==> src/rtl/hex_word_scroll_ctrl_if.sv <==
// hex_word_scroll_ctrl_if: switch/key inputs and HEX/LEDR outputs of the scroll controller
interface hex_word_scroll_ctrl_if;
    logic [9:0] SW;
    logic [1:0] KEY;
    logic [0:6] HEX0, HEX1, HEX2, HEX3, HEX4, HEX5;
    logic [9:0] LEDR;
    modport master (output SW, KEY, input HEX0, HEX1, HEX2, HEX3, HEX4, HEX5, LEDR);
    modport slave (input SW, KEY, output HEX0, HEX1, HEX2, HEX3, HEX4, HEX5, LEDR);
endinterface

==> src/rtl/hex_word_scroll_ctrl.sv <==
// hex_word_scroll_ctrl: scrolls a 4-glyph word across six HEX digits (auto, key step or switch load)
// Optional HEX_BLINK_EN: blanks all digits in the second half of each TICK_DIV period while paused.
module hex_word_scroll_ctrl #(
    parameter int TICK_DIV = 25_000_000
) (
    input logic CLOCK_50,
    input logic RESET,
    hex_word_scroll_ctrl_if.slave io
);
    typedef enum logic [1:0] {PAUSE, RUN, MANUAL} state_t;
    localparam int PW = $clog2(TICK_DIV);
    localparam logic [0:6] BL = 7'b1111111;
    localparam logic [0:6] GLYPH [4] = '{7'b0000001, 7'b1001111, 7'b0110000, 7'b1000010};
    state_t state, state_nxt;
    logic [5:0] sw_q;
    logic [2:0] key_s;
    logic [PW-1:0] presc, presc_nxt;
    logic [2:0] pos, pos_nxt;
    logic step, tick, change, adv, blank;
    logic [0:6] hex_q [6];
    logic [9:0] ledr_q;
    logic unused;
    assign unused = ^{io.KEY[1], io.SW[6:3]};

    // digit d shows glyph (d - p) mod 6, blank for offsets 4 and 5
    function automatic logic [0:6] glyph(input logic [2:0] d, input logic [2:0] p);
        logic [2:0] k;
        k = d >= p ? d - p : d + 3'd6 - p;
        return k < 3'd4 ? GLYPH[k[1:0]] : BL;
    endfunction

    always_comb begin
        state_nxt = sw_q[2] ? MANUAL : sw_q[0] ? RUN : PAUSE;
        change = state_nxt != state;
        tick = state == RUN && presc == PW'(TICK_DIV - 1);
        step = key_s[2] & ~key_s[1];
        presc_nxt = state == RUN && !change && !tick ? presc + 1'b1 : '0;
        adv = !change && (state == RUN ? tick : state == PAUSE && step);
        pos_nxt = !change && state == MANUAL && sw_q[5:3] <= 3'd5 ? sw_q[5:3] :
                  !adv ? pos :
                  sw_q[1] ? (pos == 3'd0 ? 3'd5 : pos - 3'd1) :
                            (pos == 3'd5 ? 3'd0 : pos + 3'd1);
    end

`ifdef HEX_BLINK_EN
    logic [PW-1:0] blink;
    always_ff @(posedge CLOCK_50 or posedge RESET)
        if (RESET) blink <= '0;
        else blink <= blink == PW'(TICK_DIV - 1) ? '0 : blink + 1'b1;
    assign blank = state == PAUSE && blink >= PW'(TICK_DIV / 2);
`else
    assign blank = 1'b0;
`endif

    always_ff @(posedge CLOCK_50 or posedge RESET)
        if (RESET) begin
            state <= PAUSE;
            sw_q <= '0;
            key_s <= '1;
            presc <= '0;
            pos <= '0;
            ledr_q <= 10'h001;
            for (int d = 0; d < 6; d++) hex_q[d] <= glyph(3'(d), 3'd0);
        end else begin
            state <= state_nxt;
            sw_q <= {io.SW[9:7], io.SW[2:0]};
            key_s <= {key_s[1:0], io.KEY[0]};
            presc <= presc_nxt;
            pos <= pos_nxt;
            ledr_q <= {state == RUN, state == MANUAL, 2'b00, 6'b1 << pos};
            for (int d = 0; d < 6; d++) hex_q[d] <= blank ? BL : glyph(3'(d), pos);
        end

    assign io.HEX0 = hex_q[0];
    assign io.HEX1 = hex_q[1];
    assign io.HEX2 = hex_q[2];
    assign io.HEX3 = hex_q[3];
    assign io.HEX4 = hex_q[4];
    assign io.HEX5 = hex_q[5];
    assign io.LEDR = ledr_q;
endmodule
==> src/flat_wrapper.sv <==
// flat-port wrapper written by rule: the top's interface ports become plain ports
module hex_word_scroll_ctrl_flat 
#(
    parameter int TICK_DIV = 25_000_000
)
  (CLOCK_50, RESET, io_SW, io_KEY, io_HEX0, io_HEX1, io_HEX2, io_HEX3, io_HEX4, io_HEX5, io_LEDR);
  hex_word_scroll_ctrl_if io_i ();
  input logic CLOCK_50;
  input logic RESET;
  input wire logic [$bits(io_i.SW)-1:0] io_SW;
  input wire logic [$bits(io_i.KEY)-1:0] io_KEY;
  output wire logic [$bits(io_i.HEX0)-1:0] io_HEX0;
  output wire logic [$bits(io_i.HEX1)-1:0] io_HEX1;
  output wire logic [$bits(io_i.HEX2)-1:0] io_HEX2;
  output wire logic [$bits(io_i.HEX3)-1:0] io_HEX3;
  output wire logic [$bits(io_i.HEX4)-1:0] io_HEX4;
  output wire logic [$bits(io_i.HEX5)-1:0] io_HEX5;
  output wire logic [$bits(io_i.LEDR)-1:0] io_LEDR;
  assign io_i.SW = io_SW;
  assign io_i.KEY = io_KEY;
  assign io_HEX0 = io_i.HEX0;
  assign io_HEX1 = io_i.HEX1;
  assign io_HEX2 = io_i.HEX2;
  assign io_HEX3 = io_i.HEX3;
  assign io_HEX4 = io_i.HEX4;
  assign io_HEX5 = io_i.HEX5;
  assign io_LEDR = io_i.LEDR;
  hex_word_scroll_ctrl #(.TICK_DIV(TICK_DIV)) u_core (.CLOCK_50(CLOCK_50), .RESET(RESET), .io(io_i));
endmodule
==> config.mk <==
export PLATFORM = sky130hd
export DESIGN_NAME = hex_word_scroll_ctrl_flat
export DESIGN_NICKNAME = d
export VERILOG_FILES = /design/src/rtl/hex_word_scroll_ctrl_if.sv /design/src/rtl/hex_word_scroll_ctrl.sv /design/src/flat_wrapper.sv
export SDC_FILE = /design/constraint.sdc
export NUM_CORES = 1
export LEC_CHECK = 0
export CORE_MARGIN = 2
export CORE_UTILIZATION = 46
export CTS_BUF_LIST = sky130_fd_sc_hd__clkbuf_4 sky130_fd_sc_hd__clkbuf_8
export DETAILED_ROUTE_END_ITERATION = 12
export PLACE_DENSITY_LB_ADDON = 0.12
export SYNTH_ARGS = -nofsm -noshare
export SYNTH_HDL_FRONTEND = slang
export SYNTH_SLANG_ARGS = --single-unit
==> constraint.sdc <==
create_clock -name CLOCK_50 -period 2.91 [get_ports CLOCK_50]
set_input_delay 0.291 -clock CLOCK_50 [delete_from_list [all_inputs] [get_ports CLOCK_50]]
set_output_delay 0.291 -clock CLOCK_50 [all_outputs]
set_load 0.03 [all_outputs]
# == Yosys cells after proc, flatten, opt, wreduce, memory -nomap -nowiden ==
# Cells that the tools add are included.
# word_totals
reg_bits,89
inputBits,14
output_inout_bits,52
wordCells,107
# op_classes
n_addsub,11
order_cmp,19
eq_ne,5
shifts,1
muxes,39
bitwise,8
n_reduce_logical,12
# op_table
op,n
$mux 7,18
$bmux 7 s2,6
$mux 3,11
$add 25x1->25 const B,1
$eq 25x25->1 const B,1
$mux 25,1
$ge 3x3->1 const B,6
$lt 3x3->1 const B,6
$not 2->3,6
$sub 3x3->3 const A,4
$logic_and 1x1->1,7
$ge 1x3->1 const A,2
$ge 2x3->1 const A,2
$ge 3x3->1 const A,2
$shl 1x3->6 const A,1
$sub 1x3->3 const A,2
$sub 2x3->3 const A,2
$add 3x1->3 const B,1
$eq 3x3->1 const B,1
$le 3x3->1 const B,1
$logic_not 3->1,1
$sub 3x1->3 const B,1
$eq 2x1->1 const B,1
$eq 2x2->1 const B,1
8 further kinds,10

# == Logic depth before layout (Yosys ltp) ==
# Gate-level depths: netlist of the first run.
# logic_depth
depth_word,7
depth_mapped,9
ltp_nobuf,8

# == Worst setup path after synthesis of the first run ==
# OpenSTA, ideal clock, no wires.
# synth_path
path_type,reg2reg
start,reg u_core.pos[1]
end,reg u_core.hex_q (netlist bit u_core.io.HEX2[5])
t_arrival_ps,2107
required_time_ps,2783
setup_slack_ps,676
path_stages_with_launch,8
n_path_buf,2
path_cell_list,dfrtp_1 > clkbuf_1 > inv_1 > ha_1 > clkbuf_1 > a211oi_1 > mux2i_1 > or2_2
# synth_between
elab_chain_len,7
# synth_rtl
item,line_no,source
"start, declared",hex_word_scroll_ctrl.sv:18,"logic [2:0] pos, pos_nxt;"
"start signal, assigned",hex_word_scroll_ctrl.sv:69,pos <= pos_nxt;
"$sub 1x3->3, or another cell as far along",hex_word_scroll_ctrl.sv:28,k = d >= p ? d - p : d + 3'd6 - p;
$mux 3 *,hex_word_scroll_ctrl.sv:28,
$not 2->3 (implied by the code),hex_word_scroll_ctrl.sv:29,return k < 3'd4 ? GLYPH[k[1:0]] : BL;
$bmux 7 s2,hex_word_scroll_ctrl.sv:29,
$mux 7 (implied by the code) (2 in series),hex_word_scroll_ctrl.sv:29,
$mux 7 *,hex_word_scroll_ctrl.sv:29,
"end, declared",hex_word_scroll_ctrl.sv:20,logic [0:6] hex_q [6];
# Mark *: on every way between the ends. The rest lies on a longest branch, timed or not. The select of a mux whose other input is x is not followed.
# A chain may end at the register's enable or synchronous reset.

# == Worst setup path after layout of the first run ==
# layout_path
start,reg u_core.key_s[2]
end,reg u_core.pos[0]
# layout_between
elab_chain_len,5
# layout_rtl
item,line_no,source
"start, declared",hex_word_scroll_ctrl.sv:16,logic [2:0] key_s;
"start signal, assigned",hex_word_scroll_ctrl.sv:67,"key_s <= {key_s[1:0], io.KEY[0]};"
$and 1x1->1,hex_word_scroll_ctrl.sv:36,step = key_s[2] & ~key_s[1];
$logic_and 1x1->1,hex_word_scroll_ctrl.sv:38,adv = !change && (state == RUN ? tick : state == PAUSE && step);
$mux 1,hex_word_scroll_ctrl.sv:38,
$logic_and 1x1->1,hex_word_scroll_ctrl.sv:38,
$reduce_bool 2->1 (no source line),--,
# No other way between the ends.

==> results of run 1 <==
area by class of cell:
type,count,area (um2),share of cell area [%]
tap,96,120,3.00
sequential,71,1800,44.9
clock buffer,11,145,3.62
multi-input combinational,183,1220,30.5
clock inverter,5,57.6,1.44
timing repair buffer,65,633,15.8
inverter,8,30.0,0.749
logic make-up (layout without fill, tap and decap cells):
kind of cell,after synthesis,after routing
mux,4,4
flops,71,71
xor+xnor,27,27
other cells,1,2
simple gates,106,106
compound gates,31,31
fa+ha+maj,13,13
buf+inv,41,89
power groups by stage:
stage | sequential, W | clock (W) | combinational (W)
2_1_floorplan | 0.00168 | 0 | 0.000817
3_3_place_gp | 0.00133 | 0 | 0.00167
3_5_place_dp | 0.00134 | 0 | 0.00169
4_1_cts | 0.00132 | 0.000818 | 0.00169
5_1_grt | 0.00134 | 0.000862 | 0.00179
6_report | 0.00132 | 0.000792 | 0.00168
layer usage:
| metal | track usage (%) | vias to the layer above | part of all wire [%] |
|---|---|---|---|
| li1 | - | 1053 | - |
| met1 | 23.8 | 1043 | 50 |
| met2 | 22.6 | 49 | 44 |
| met3 | 3.11 | 9 | 3.7 |
| met4 | 8.26 | 0 | 2.0 |
| met5 | 0 | - | 0 |
state kept, by name (all words and copies together), names as in the netlist:
| signal | flops |
|---|---|
| u_core.io.LEDR | 8 |
| u_core.pos | 3 |
| u_core.key_s | 3 |
| u_core.sw_q | 6 |
| u_core.io.HEX4 | 4 |
| u_core.state | 2 |
| u_core.presc | 25 |
| u_core.io.HEX3 | 4 |
| u_core.io.HEX0 | 4 |
| u_core.io.HEX1 | 4 |
| u_core.io.HEX2 | 4 |
| u_core.io.HEX5 | 4 |
critical path: cells and delay by family, from the launching register on:
family	cells	cell delay (ps)
compound gates	3	1130
simple gates	1	430
flops	1	520
stage by stage:
| stage | hold slack (ps) | utilization [%] | cell area [um2] | cells | setup WS [ps] |
|---|---|---|---|---|---|
| after floorplan | 295 | - | 3260 | 295 | 676 |
| after global placement | 346 | 55.7 | 3810 | 423 | 728 |
| after detailed placement | 354 | 55.7 | 3810 | 423 | 719 |
| after CTS | 288 | 58.7 | 4010 | 439 | 689 |
| after global routing | 314 | 58.7 | 4010 | 439 | 551 |
| final | 280 | 58.7 | 4010 | 439 | 710 |
worst min path at each step:
stage | start | end | slack (ps)
after floorplan | io_KEY[0] | u_core.key_s[0] | 300
after global placement | u_core.key_s[0] | u_core.key_s[1] | 350
after detailed placement | u_core.key_s[0] | u_core.key_s[1] | 350
after CTS | RESET | u_core.presc[3] | 290
after global routing | RESET | u_core.presc[3] | 310
final | RESET | u_core.presc[3] | 280
placed cells by master, fill, tap and decap left out, types with 2 or more instances in the layout:
| cell | count |
|---|---|
| a211oi_1 | 4 |
| a21o_1 | 2 |
| a21o_2 | 2 |
| a21oi_1 | 6 |
| and2_1 | 5 |
| and3_1 | 7 |
| and4_1 | 4 |
| and4_2 | 2 |
| buf_4 | 7 |
| clkbuf_8 | 10 |
| clkdlybuf4s50_1 | 58 |
| clkinvlp_4 | 3 |
| conb_1 | 2 |
| dfrtp_1 | 53 |
| dfstp_2 | 18 |
| ha_1 | 12 |
| inv_1 | 6 |
| mux2_2 | 2 |
| mux2i_1 | 2 |
| nand2_1 | 21 |
| nand2b_1 | 2 |
| nand3_1 | 11 |
| nand3b_1 | 2 |
| nand4_1 | 4 |
| nor2_1 | 30 |
| nor2b_1 | 8 |
| o21ai_0 | 8 |
| or2_2 | 2 |
| xnor2_1 | 8 |
| xor2_1 | 19 |
==> results.ini, run 1 <==
[worst_setup_path]
r2r_slack_ps = 710
r2r_end = u_core.pos[0]
critical_path_arrival_ps = 2420
timing.critical_path.from = u_core.key_s[2]
critPathKind = flip-flop to flip-flop
start_kind = flip-flop
cp.required_ps = 3130
end_kind = flip-flop
cp-endpoint = u_core.pos[0]
max_stage_delay_ps = 590
path_max_fanout = 6
reg2reg_from = u_core.key_s[2]
cp_cell_sequence = or4b_1 > a211oi_1 > o31ai_1 > a2111o_1
r2r_cells = 4
slowest_stage = a211oi_1

[power]
p_per_area_nw_per_um2 = 944
pwr-share-comb_pct = 44.3
p_switching_w = 0.00143
p_total_w = 0.00378
switching_share_pct = 37.9
ir_worst_vdd_mv = 0.495
intPower_w = 0.00235
power_frac_seq_pct = 34.8
pwr-share-clk_pct = 20.9
p_leak_nw = 1.70

[synthesis]
syn_area_um2 = 3250
synth_edf_count = 0
synth_top_family_by_area = simple AND/OR/NAND/NOR gates
synthTopCellsByCount = 53 x dfrtp_1, 30 x nor2_1, 21 x nand2_1
synth_cell_types = 48
synth_adder_area_share_pct = 5.23
synth_top_cell_area_share_pct = 40.8
synth_area_leaders = dfrtp_1 41%, dfstp_2 15%, xor2_1 5.1%
ys_seq_elements = 71
synth-xor-area-share_pct = 7.27
postSynth.asyncResetShare_pct = 100
syn_area_per_cell_um2 = 11.1
synth-compound-area-share_pct = 6.38
yosysMostFrequentCell = dfrtp_1
synthCells = 294
ys_seq_area_share_pct = 55.3
synthSimpleGateAreaFrac_pct = 17.2
synth_largest_area_cell = dfrtp_1
synthFlopType = dfrtp_1
yosysWarnings = 0
synth_mux_area_share_pct = 1.31

[layout]
drive_above_1_share_pct = 15.5
final_nets = 365
num_antenna_cells = 0
area_growth_pct = 23.3
fill_cells = 607

[clock_network]
cts_sinks = 71
cts.path.max_buffers = 2
cts_setup_buffers = 0
cts_root_buf = clkbuf_8
cts_hold_buf = 0
clock_latency_ps = 340
cts.reportedPaths.clkPinSlew_ps = 70
numCtsBuffers = 9
cts_tree = done
htreeDepth = 3
post_cts_resized = 0

[drt]
ant_nets = 0
firstDrtPassIters = 4
vias_per_cell = 4.91
wl_per_cell_um = 12.9
drt_wl_total_mm = 5.66
drtIter0Drc = 70
remaining_drc_errors = 0
via_count = 2154

[floorplanning]
core_area_um2 = 6830
die_w_um = 88.1
die_y_um = 88.1
dieArea_um2 = 7760
num_rows = 30
start_util_pct = 47.6
pin_count = 66

[status]
outcome = finished, final reports clean

[placement]
portBuffers = 58
place_congestion = 0.791
place_hpwl_mm = 3.87

[sta]
worstMarginPinSlew_ps = 690
final-max-slew-violation-count = 0
finalHoldViolCount = 0
rsz0062_at_grt = no
setup_tns_ps = 0
max_freq_mhz = 454
relSlewSlack_pct = 53.7
setup_viol = 0
clock_skew_ps = 8.82
period_share_pct = 75.6
fin_crit_ps = 2200

[run]
maxCapViolations = 0

[grt]
grt_pass1_vias = 1984
grt_max_degree = 30
grt_pass1_wl_mm = 9.55
antenna_found_initial = 0
grtUsageTotal_pct = 16.1
grt-ovfl-total = 0

[worst_hold_path]
holdCritPathClass = primary input to asynchronous set/reset pin

No activity file was read; power rests on OpenSTA's default activity.
==> run 2: changes to the inputs <==
clock period = 1.96 ns   (was 2.91 ns; I/O delays follow)
==> results.ini, run 2 (synthesized netlist as in run 1, its figures left out) <==
[drt]
remaining_drc_errors = 0  ; unchanged
ant_nets = 0  ; unchanged
via_count = 2275  ; +5.6%
wl_met2_mm = 2.78  ; +12%
firstDrtPassIters = 4  ; unchanged
drt_wl_total_mm = 5.99  ; +5.9%
routed.top_layer = met4
wl_per_cell_um = 12.9  ; about the same
wl_met3_um = 264  ; +26%
m1WireLength_mm = 2.86  ; +0.42%
vias_per_cell = 4.89  ; -0.29%
drtIter0Drc = 116  ; +66%

[status]
outcome = finished, final reports clean

[floorplanning]
dieArea_um2 = 7760  ; unchanged
core_area_um2 = 6830  ; unchanged
die_w_um = 88.1  ; unchanged
pin_count = 66  ; unchanged
start_util_pct = 47.6  ; unchanged
die_y_um = 88.1  ; unchanged
num_rows = 30  ; unchanged

[worst_hold_path]
worstHoldStart = io_KEY[0]
holdCritPathClass = primary input to flip-flop

[run]
maxCapViolations = 0  ; unchanged

[worst_setup_path]
slowest_stage = or4_4
crit_family = simple AND/OR/NAND/NOR gates
critPathKind = flip-flop to flip-flop
max_stage_delay_ps = 560  ; -30 ps
path_max_fanout = 3  ; -3
critical_path_arrival_ps = 2140  ; -280 ps
end_kind = flip-flop
start_kind = flip-flop
cp_cell_sequence = nor4b_2 > nand2_1 > or4_4 > and3_4 > a2111o_1
cp.required_ps = 2190  ; -940 ps
r2r_slack_ps = 50  ; -660 ps
reg2reg_from = u_core.presc[23]
timing.critical_path.from = u_core.presc[23]
cp.buffers_inverters = 0  ; unchanged

[clock_network]
clock_latency_ps = 340  ; about the same
cts_sinks = 71  ; unchanged
htreeDepth = 3  ; unchanged
cts.path.max_buffers = 2  ; unchanged
cts_hold_buf = 0  ; unchanged
numCtsBuffers = 9  ; unchanged
cts_tree = done
cts_root_buf = clkbuf_8
cts.reportedPaths.clkPinSlew_ps = 70  ; about the same

[placement]
placed_cell_area_um2 = 4020  ; +5.6%
portBuffers = 58  ; unchanged
place_hpwl_mm = 4.02  ; +3.8%
dp.cells = 445  ; +5.2%
place_congestion = 0.820  ; +3.7%

[grt]
grt_pass1_wl_mm = 9.85  ; +3.2%
grt-ovfl-total = 0  ; unchanged
antenna_found_initial = 0  ; unchanged
grt_max_degree = 72  ; +140%
grt_pass1_vias = 2157  ; +8.7%
grtUsageTotal_pct = 16.7  ; +0.56 points

[layout]
largest_register = u_core.presc
layout_commonest_cell = clkdlybuf4s50_1
final_cell_mix = 58 x clkdlybuf4s50_1, 53 x dfrtp_1, 31 x buf_4, 30 x nor2_1, 21 x nand2_1
fin_area_um2 = 4290  ; +7.1%
largest_reg_flops = 25  ; unchanged
instances_no_fill = 465  ; +5.9%
multi_input_area_um2 = 1260  ; +2.8%
fill_cells = 565  ; -6.9%
num_antenna_cells = 0  ; unchanged
area_growth_pct = 32.0
seq_area_um2 = 1800  ; unchanged
drive_above_1_share_pct = 23.6  ; +8.1 points
final_nets = 391  ; +7.1%
fin_util_pct = 62.9  ; +4.2 points

[sta]
final-max-slew-violation-count = 0  ; unchanged
clock_skew_ps = 6.30  ; -2.53 ps
whs_ps = 252  ; -27.9 ps
fin_crit_ps = 1910  ; -292 ps
setup_tns_ps = 0  ; unchanged
rsz0062_at_grt = no
period_share_pct = 97.4  ; +22 points
max_freq_mhz = 524  ; +15%
setup_viol = 0  ; unchanged
finalHoldViolCount = 0  ; unchanged

[power]
p_per_area_nw_per_um2 = 1360  ; +44%
p_leak_nw = 1.87  ; +10%
ir_worst_vdd_mv = 1.08  ; +120%

==> run 2: metrics by stage <==
step / worst slack [ps] / power [W]
finish: 51.9 / 0.00584
global route: 10.6 / 0.00616
CTS: 15.6 / 0.00587
detailed placement: -63.3 / 0.00455
global placement: -12.2 / 0.00452
floorplan: 0.0776 / 0.00373
==> run 2: report_power, final <==
group / total, W / leakage (nW) / internal [W] / switching (W)
Sequential: 0.00196 / 0.872 / 0.00183 / 0.000133
Combinational: 0.00259 / 0.885 / 0.00109 / 0.00150
Clock: 0.00129 / 0.117 / 0.000776 / 0.000512
==> run 2: final timing paths <==
path                                     end  cells after the start
max in group asynchronous  u_core.io.HEX4[5]                      3
hold / removal               u_core.key_s[0]                      1
min in group asynchronous  u_core.io.LEDR[5]                      3
setup reg to reg               u_core.pos[0]                      5
setup / recovery               u_core.pos[0]                      5
hold reg to reg              u_core.key_s[1]                      0
==> run 2: repair_timing <==
item | CTS | global route
setup endpoints to repair | 3 | 6
resized for setup | 2 | 6
pin swaps | 0 | 2
buffers inserted | 0 | 4
==> run 2: worst reg2reg max path: stages (launching register included) <==
cell,delay [ps]
dfrtp_1,390
nor4b_2,260
nand2_1,70
or4_4,560
and3_4,190
a2111o_1,320
==> run 2: area by class of cell <==
cell class / count / area share [%]
flip-flops and latches: 71 / 41.9
inverters: 8 / 0.932
multi-input cells: 183 / 29.3
repair buffers: 91 / 19.9
clock inverters: 4 / 1.63
clock buffers: 12 / 3.55
well taps: 96 / 2.80
==> run 2: routing by layer <==
layer  up-vias  track usage, %
met3         8            4.81
met4         0            7.44
met5         -               0
li1       1101               -
met2        59            24.8
met1      1107            22.8
==> RTL change 1 (flow settings as in run 2) <==
`TICK_DIV` is set to 25_000_000 in 2 places; all go to 100_000_000.
--- a/src/rtl/hex_word_scroll_ctrl.sv
+++ b/src/rtl/hex_word_scroll_ctrl.sv
@@ -2,5 +2,5 @@
 // Optional HEX_BLINK_EN: blanks all digits in the second half of each TICK_DIV period while paused.
 module hex_word_scroll_ctrl #(
-    parameter int TICK_DIV = 25_000_000
+    parameter int TICK_DIV = 100_000_000
 ) (
     input logic CLOCK_50,
--- a/src/flat_wrapper.sv
+++ b/src/flat_wrapper.sv
@@ -2,5 +2,5 @@
 module hex_word_scroll_ctrl_flat 
 #(
-    parameter int TICK_DIV = 25_000_000
+    parameter int TICK_DIV = 100_000_000
 )
   (CLOCK_50, RESET, io_SW, io_KEY, io_HEX0, io_HEX1, io_HEX2, io_HEX3, io_HEX4, io_HEX5, io_LEDR);
Formal check against the unedited RTL: same outputs for any inputs over 10 cycles, from zero or initial values and one cycle with RESET high; that may be too few to reach the edited logic, so the function may still have changed.
==> RTL change 1 against run 2 <==
  * The flow now finishes with violations (negative setup slack)
  * Worst setup slack got worse by 0.22 ns
  * Wire length is 7.3% higher
  * Area after synthesis rose by 1.9%
  * Power up 19%
  * Cell area up 4.3%
  * Largest cell class unchanged
  * First-iteration DRC count increased by 7.8%
  * Combinational power increased by 37%
  * Sequential cell count increased by 2
==> RTL change 1: results (changes against run 2) <==
- Status: complete, but fails checks (was complete, no violations)
- Failing checks: negative setup slack
- Post-synthesis compound-gate area fraction: 0.0445 (was 0.0638)
- Fill cells: 550 (was 565)
- Final wirelength: 6430 um (was 5990 um)
- Most frequent cells after synthesis: 55 x dfrtp_1, 39 x nor2_1, 21 x buf_4 (was 53 x dfrtp_1, 30 x nor2_1, 21 x nand2_1)
- Largest fanout on the critical path: 7 (was 3)
- Sequential cell fraction of total power: 0.303 (was 0.336)
- Largest register FFs: 27 (was 25)
- Register area: 1850 um2 (was 1800 um2)
- Final number of setup-violating endpoints: 30 (was 0)
- GRT met1 Usage: 0.242 (was 0.228)
- Worst EP arrival: 2.36 ns (was 2.14 ns)
- Met3 Track Usage GR: 0.0369 (was 0.0481)
- Final Worst Setup Slack: -0.171 ns (was 0.0519 ns)
- Setup TNS: -4.51 ns (was 0 ns)
- Hold Slack: 0.220 ns (was 0.252 ns)
- Reg-to-Reg Start: u_core.presc[19]$_DFF_PP0_ (was u_core.presc[23]$_DFF_PP0_)
- Dpl hpwl: 4500 um (was 4020 um)
- Gr usage total: 0.176 (was 0.167)
- Nets: 406 (was 391)
- DRT iter0 DRCs: 125 (was 116)
- Switch Pwr: 2710 uW (was 2140 uW)
- Leakage Power: 0.00191 uW (was 0.00187 uW)
- Post-DP Area: 4130 um2 (was 4020 um2)
- Synth cell types: 41 (was 48)
- Synth Area in Adders: 0.0513 (was 0.0523)
- Cells after Synth: 300 (was 294)
- Global routing usage on met2: 0.265 (was 0.248)
- Mux contribution to synthesized area: 0.0234 (was 0.0131)
- Max stage delay on crit path: 0.51 ns (was 0.56 ns)
- Area contributors post-synth: dfrtp_1 42%, dfstp_2 14%, buf_4 4.8%, ha_1 4.5%, nor2_1 4.4% (was dfrtp_1 41%, dfstp_2 15%, xor2_1 5.1%, buf_4 4.6%, ha_1 4.6%)
- R2r worst-path depth: 6 (was 5)
- Hold crit path type: in -> async (was in -> reg)
- Reg2reg end: u_core.presc[10]$_DFF_PP0_ (was u_core.pos[0]$_DFFE_PP0P_)
- Cells after DPL: 460 (was 445)
- Critical path's slowest cell: or4_4 (unchanged)
- Vias per inst: 4.86 (was 4.89)
- First-pass GRT wire length: 10,400 um (was 9850 um)
- Vias in the first global route: 2,193 (was 2,157)
- GPL Wtd Cong: 0.838 (was 0.820)
- Final Skew: 0.0103 ns (was 0.00630 ns)
- Peak supply drop: 0.729 mV (was 1.08 mV)
RTL change 1: per-stage QoR:
stage	total power [uW]	setup slack (ns)
global route	7390	-0.232
global placement	5580	-0.163
floorplan	4560	-0.161
CTS	6960	-0.167
detailed placement	5650	-0.202
finish	6960	-0.171
RTL change 1: per-layer routing:
layer,up-vias,part of all wire
met1,1109,0.47
met4,0,0.021
met5,-,0
li1,1138,-
met2,75,0.46
met3,12,0.049
RTL change 1: repair_timing:
item | in CTS | in global routing
setup endpoints to repair | 30 | 34
pin swaps | 0 | 3
gates cloned | 1 | 1
buffers inserted | 0 | 2
gates resized for setup | 5 | 11
RTL change 1: area by class of cell:
| type | instances | area share |
|---|---|---|
| clock buffers | 11 | 0.0324 |
| clock inverters | 5 | 0.0176 |
| inverters | 10 | 0.00950 |
| multi-input cells | 189 | 0.290 |
| flip-flops and latches | 73 | 0.413 |
| well taps | 96 | 0.0268 |
| repair buffers | 96 | 0.211 |
RTL change 1: worst max path at each step:
| stage | start | end | slack, ns | cells past startpoint |
|---|---|---|---|---|
| finish | u_core.presc[19]$_DFF_PP0_ | u_core.presc[10]$_DFF_PP0_ | -0.17 | 6 |
| global route | u_core.presc[19]$_DFF_PP0_ | u_core.presc[11]$_DFF_PP0_ | -0.23 | 6 |
| CTS | u_core.presc[9]$_DFF_PP0_ | u_core.presc[14]$_DFF_PP0_ | -0.17 | 6 |
| detailed placement | u_core.presc[9]$_DFF_PP0_ | u_core.presc[14]$_DFF_PP0_ | -0.20 | 6 |
| global placement | u_core.presc[9]$_DFF_PP0_ | u_core.presc[24]$_DFF_PP0_ | -0.16 | 6 |
| floorplan | u_core.presc[9]$_DFF_PP0_ | u_core.pos[2]$_DFFE_PP0P_ | -0.16 | 5 |
==> RTL change 2 (settings of run 2) <==
Made on the original files. Take the reset off `sw_q` and load it in a clocked block of its own.
--- a/src/rtl/hex_word_scroll_ctrl.sv
+++ b/src/rtl/hex_word_scroll_ctrl.sv
@@ -56,5 +56,4 @@
         if (RESET) begin
             state <= PAUSE;
-            sw_q <= '0;
             key_s <= '1;
             presc <= '0;
@@ -64,5 +63,4 @@
         end else begin
             state <= state_nxt;
-            sw_q <= {io.SW[9:7], io.SW[2:0]};
             key_s <= {key_s[1:0], io.KEY[0]};
             presc <= presc_nxt;
@@ -71,4 +69,8 @@
             for (int d = 0; d < 6; d++) hex_q[d] <= blank ? BL : glyph(3'(d), pos);
         end
+
+    always_ff @(posedge CLOCK_50) begin
+        sw_q <= {io.SW[9:7], io.SW[2:0]};
+    end
 
     assign io.HEX0 = hex_q[0];
Formal check against the unedited RTL: not equivalent (Yosys sat finds a counterexample within 4 cycles, from zero or initial values and one cycle with RESET high).
==> RTL change 2 against run 2 <==
  * The flow now finishes with violations (negative setup slack)
  * Power rose by 11%
  * Sequential cell count unchanged
  * Worst setup slack worse by 0.17 ns
  * Sequential share of layout area rose by 1.5 points
  * Cell area down 5.0%
  * Hold slack got worse by 0.055 ns
  * Count of clock-buffer cells in the layout down 2
  * Wire length shrank 3.3%
  * Area after synthesis is 4.3% lower
  * Clock power down 12%
  * Cell count shrank 8.8%
  * Critical path type unchanged
  * Highest routed layer unchanged
==> RTL change 2: results (changes against run 2) <==
- Setup TNS: -2.87 ns (was 0 ns)
- Dpl hpwl: 3860 um (was 4020 um)
- Vias in the first global route: 2,089 (was 2,157)
- First-pass GRT wire length: 9750 um (was 9850 um)
- Synth cell types: 44 (was 48)
- Hold Slack: 0.197 ns (was 0.252 ns)
- Vias per inst: 5.03 (was 4.89)
- Mux contribution to synthesized area: 0.0197 (was 0.0131)
- Final wirelength: 5790 um (was 5990 um)
- Synth Area in Adders: 0.0627 (was 0.0523)
- P_clk: 1140 uW (was 1290 uW)
- Failing checks: negative setup slack
- Nets: 371 (was 391)
- Area contributors post-synth: dfrtp_1 38%, dfstp_2 15%, ha_1 5.6%, buf_4 4.8%, xor2_1 4.5% (was dfrtp_1 41%, dfstp_2 15%, xor2_1 5.1%, buf_4 4.6%, ha_1 4.6%)
- Reg-to-Reg Start: u_core.presc[8]$_DFF_PP0_ (was u_core.presc[23]$_DFF_PP0_)
- Gr usage total: 0.172 (was 0.167)
- Cells after DPL: 403 (was 445)
- Largest net degree at the start of global routing: 30 (was 72)
- Peak supply drop: 1.03 mV (was 1.08 mV)
- Final number of setup-violating endpoints: 28 (was 0)
- Cells after Synth: 270 (was 294)
- Layout cell share with drive strength beyond 1: 0.222 (was 0.236)
- Final Worst Setup Slack: -0.117 ns (was 0.0519 ns)
- Status: complete, but fails checks (was complete, no violations)
- Hold crit path type: in -> async (was in -> reg)
- GPL Wtd Cong: 0.746 (was 0.820)
- Leakage Power: 0.00179 uW (was 0.00187 uW)
- Post-DP Area: 3780 um2 (was 4020 um2)
- Asr flop ratio synth: 0.915 (was 1.00)
- Largest fanout on the critical path: 6 (was 3)
[RTL change 2: changes by cell type in the layout (fill, tap and decap cells not counted), moves of 4 or more]
cell / delta
nor2_2: +5
nand2_1: -5
dfrtp_1: -7
dfxtp_1: +6
and3_1: -4
buf_4: -8
[RTL change 2: critical path, cell delays in order, from the launching register on]
cell and delay, ns:
dfrtp_1 0.39, or4_1 0.53, or4_4 0.45, nor3_4 0.24, nand4b_2 0.29, nor2_1 0.08
[RTL change 2: cell type report]
type / count / area (um2)
fill: 523 / 2380
sequential: 71 / 1770
multi-input combinational: 169 / 1210
timing repair buffer: 82 / 773
clock buffer: 10 / 138
tap: 77 / 96.3
clock inverter: 6 / 60.1
inverter: 9 / 37.5
[RTL change 2: worst min-delay path by stage]
stage | end | cells after the start
finish | u_core.presc[15]$_DFF_PP0_ | 2
global route | u_core.pos[1]$_DFFE_PP0P_ | 2
CTS | u_core.presc[15]$_DFF_PP0_ | 2
floorplan | u_core.key_s[0]$_DFF_PP1_ | 0
global placement | u_core.key_s[1]$_DFF_PP1_ | 0
detailed placement | u_core.key_s[1]$_DFF_PP1_ | 0
[RTL change 2: layer usage]
layer | vias to the layer above | global-route usage | wire length, um
li1 | 1031 | - | -
met1 | 1033 | 0.235 | 2730
met2 | 58 | 0.259 | 2670
met3 | 10 | 0.0505 | 293
met4 | 0 | 0.0682 | 98
met5 | - | 0 | 0
[RTL change 2: cells by family after synthesis]
group,after synthesis
multiplexers,6
buffers and inverters,33
flip-flops,71
AO/OA/AOI/OAI,24
AND/OR/NAND/NOR,95
XOR/XNOR,25
adder cells (fa/ha/maj),15
other,1
[RTL change 2: what timing repair did]
action,in CTS,in global routing
gates cloned,2,0
endpoints found under the setup margin,28,29
pin swaps,8,0
buffers inserted,1,2
resized for setup,3,8
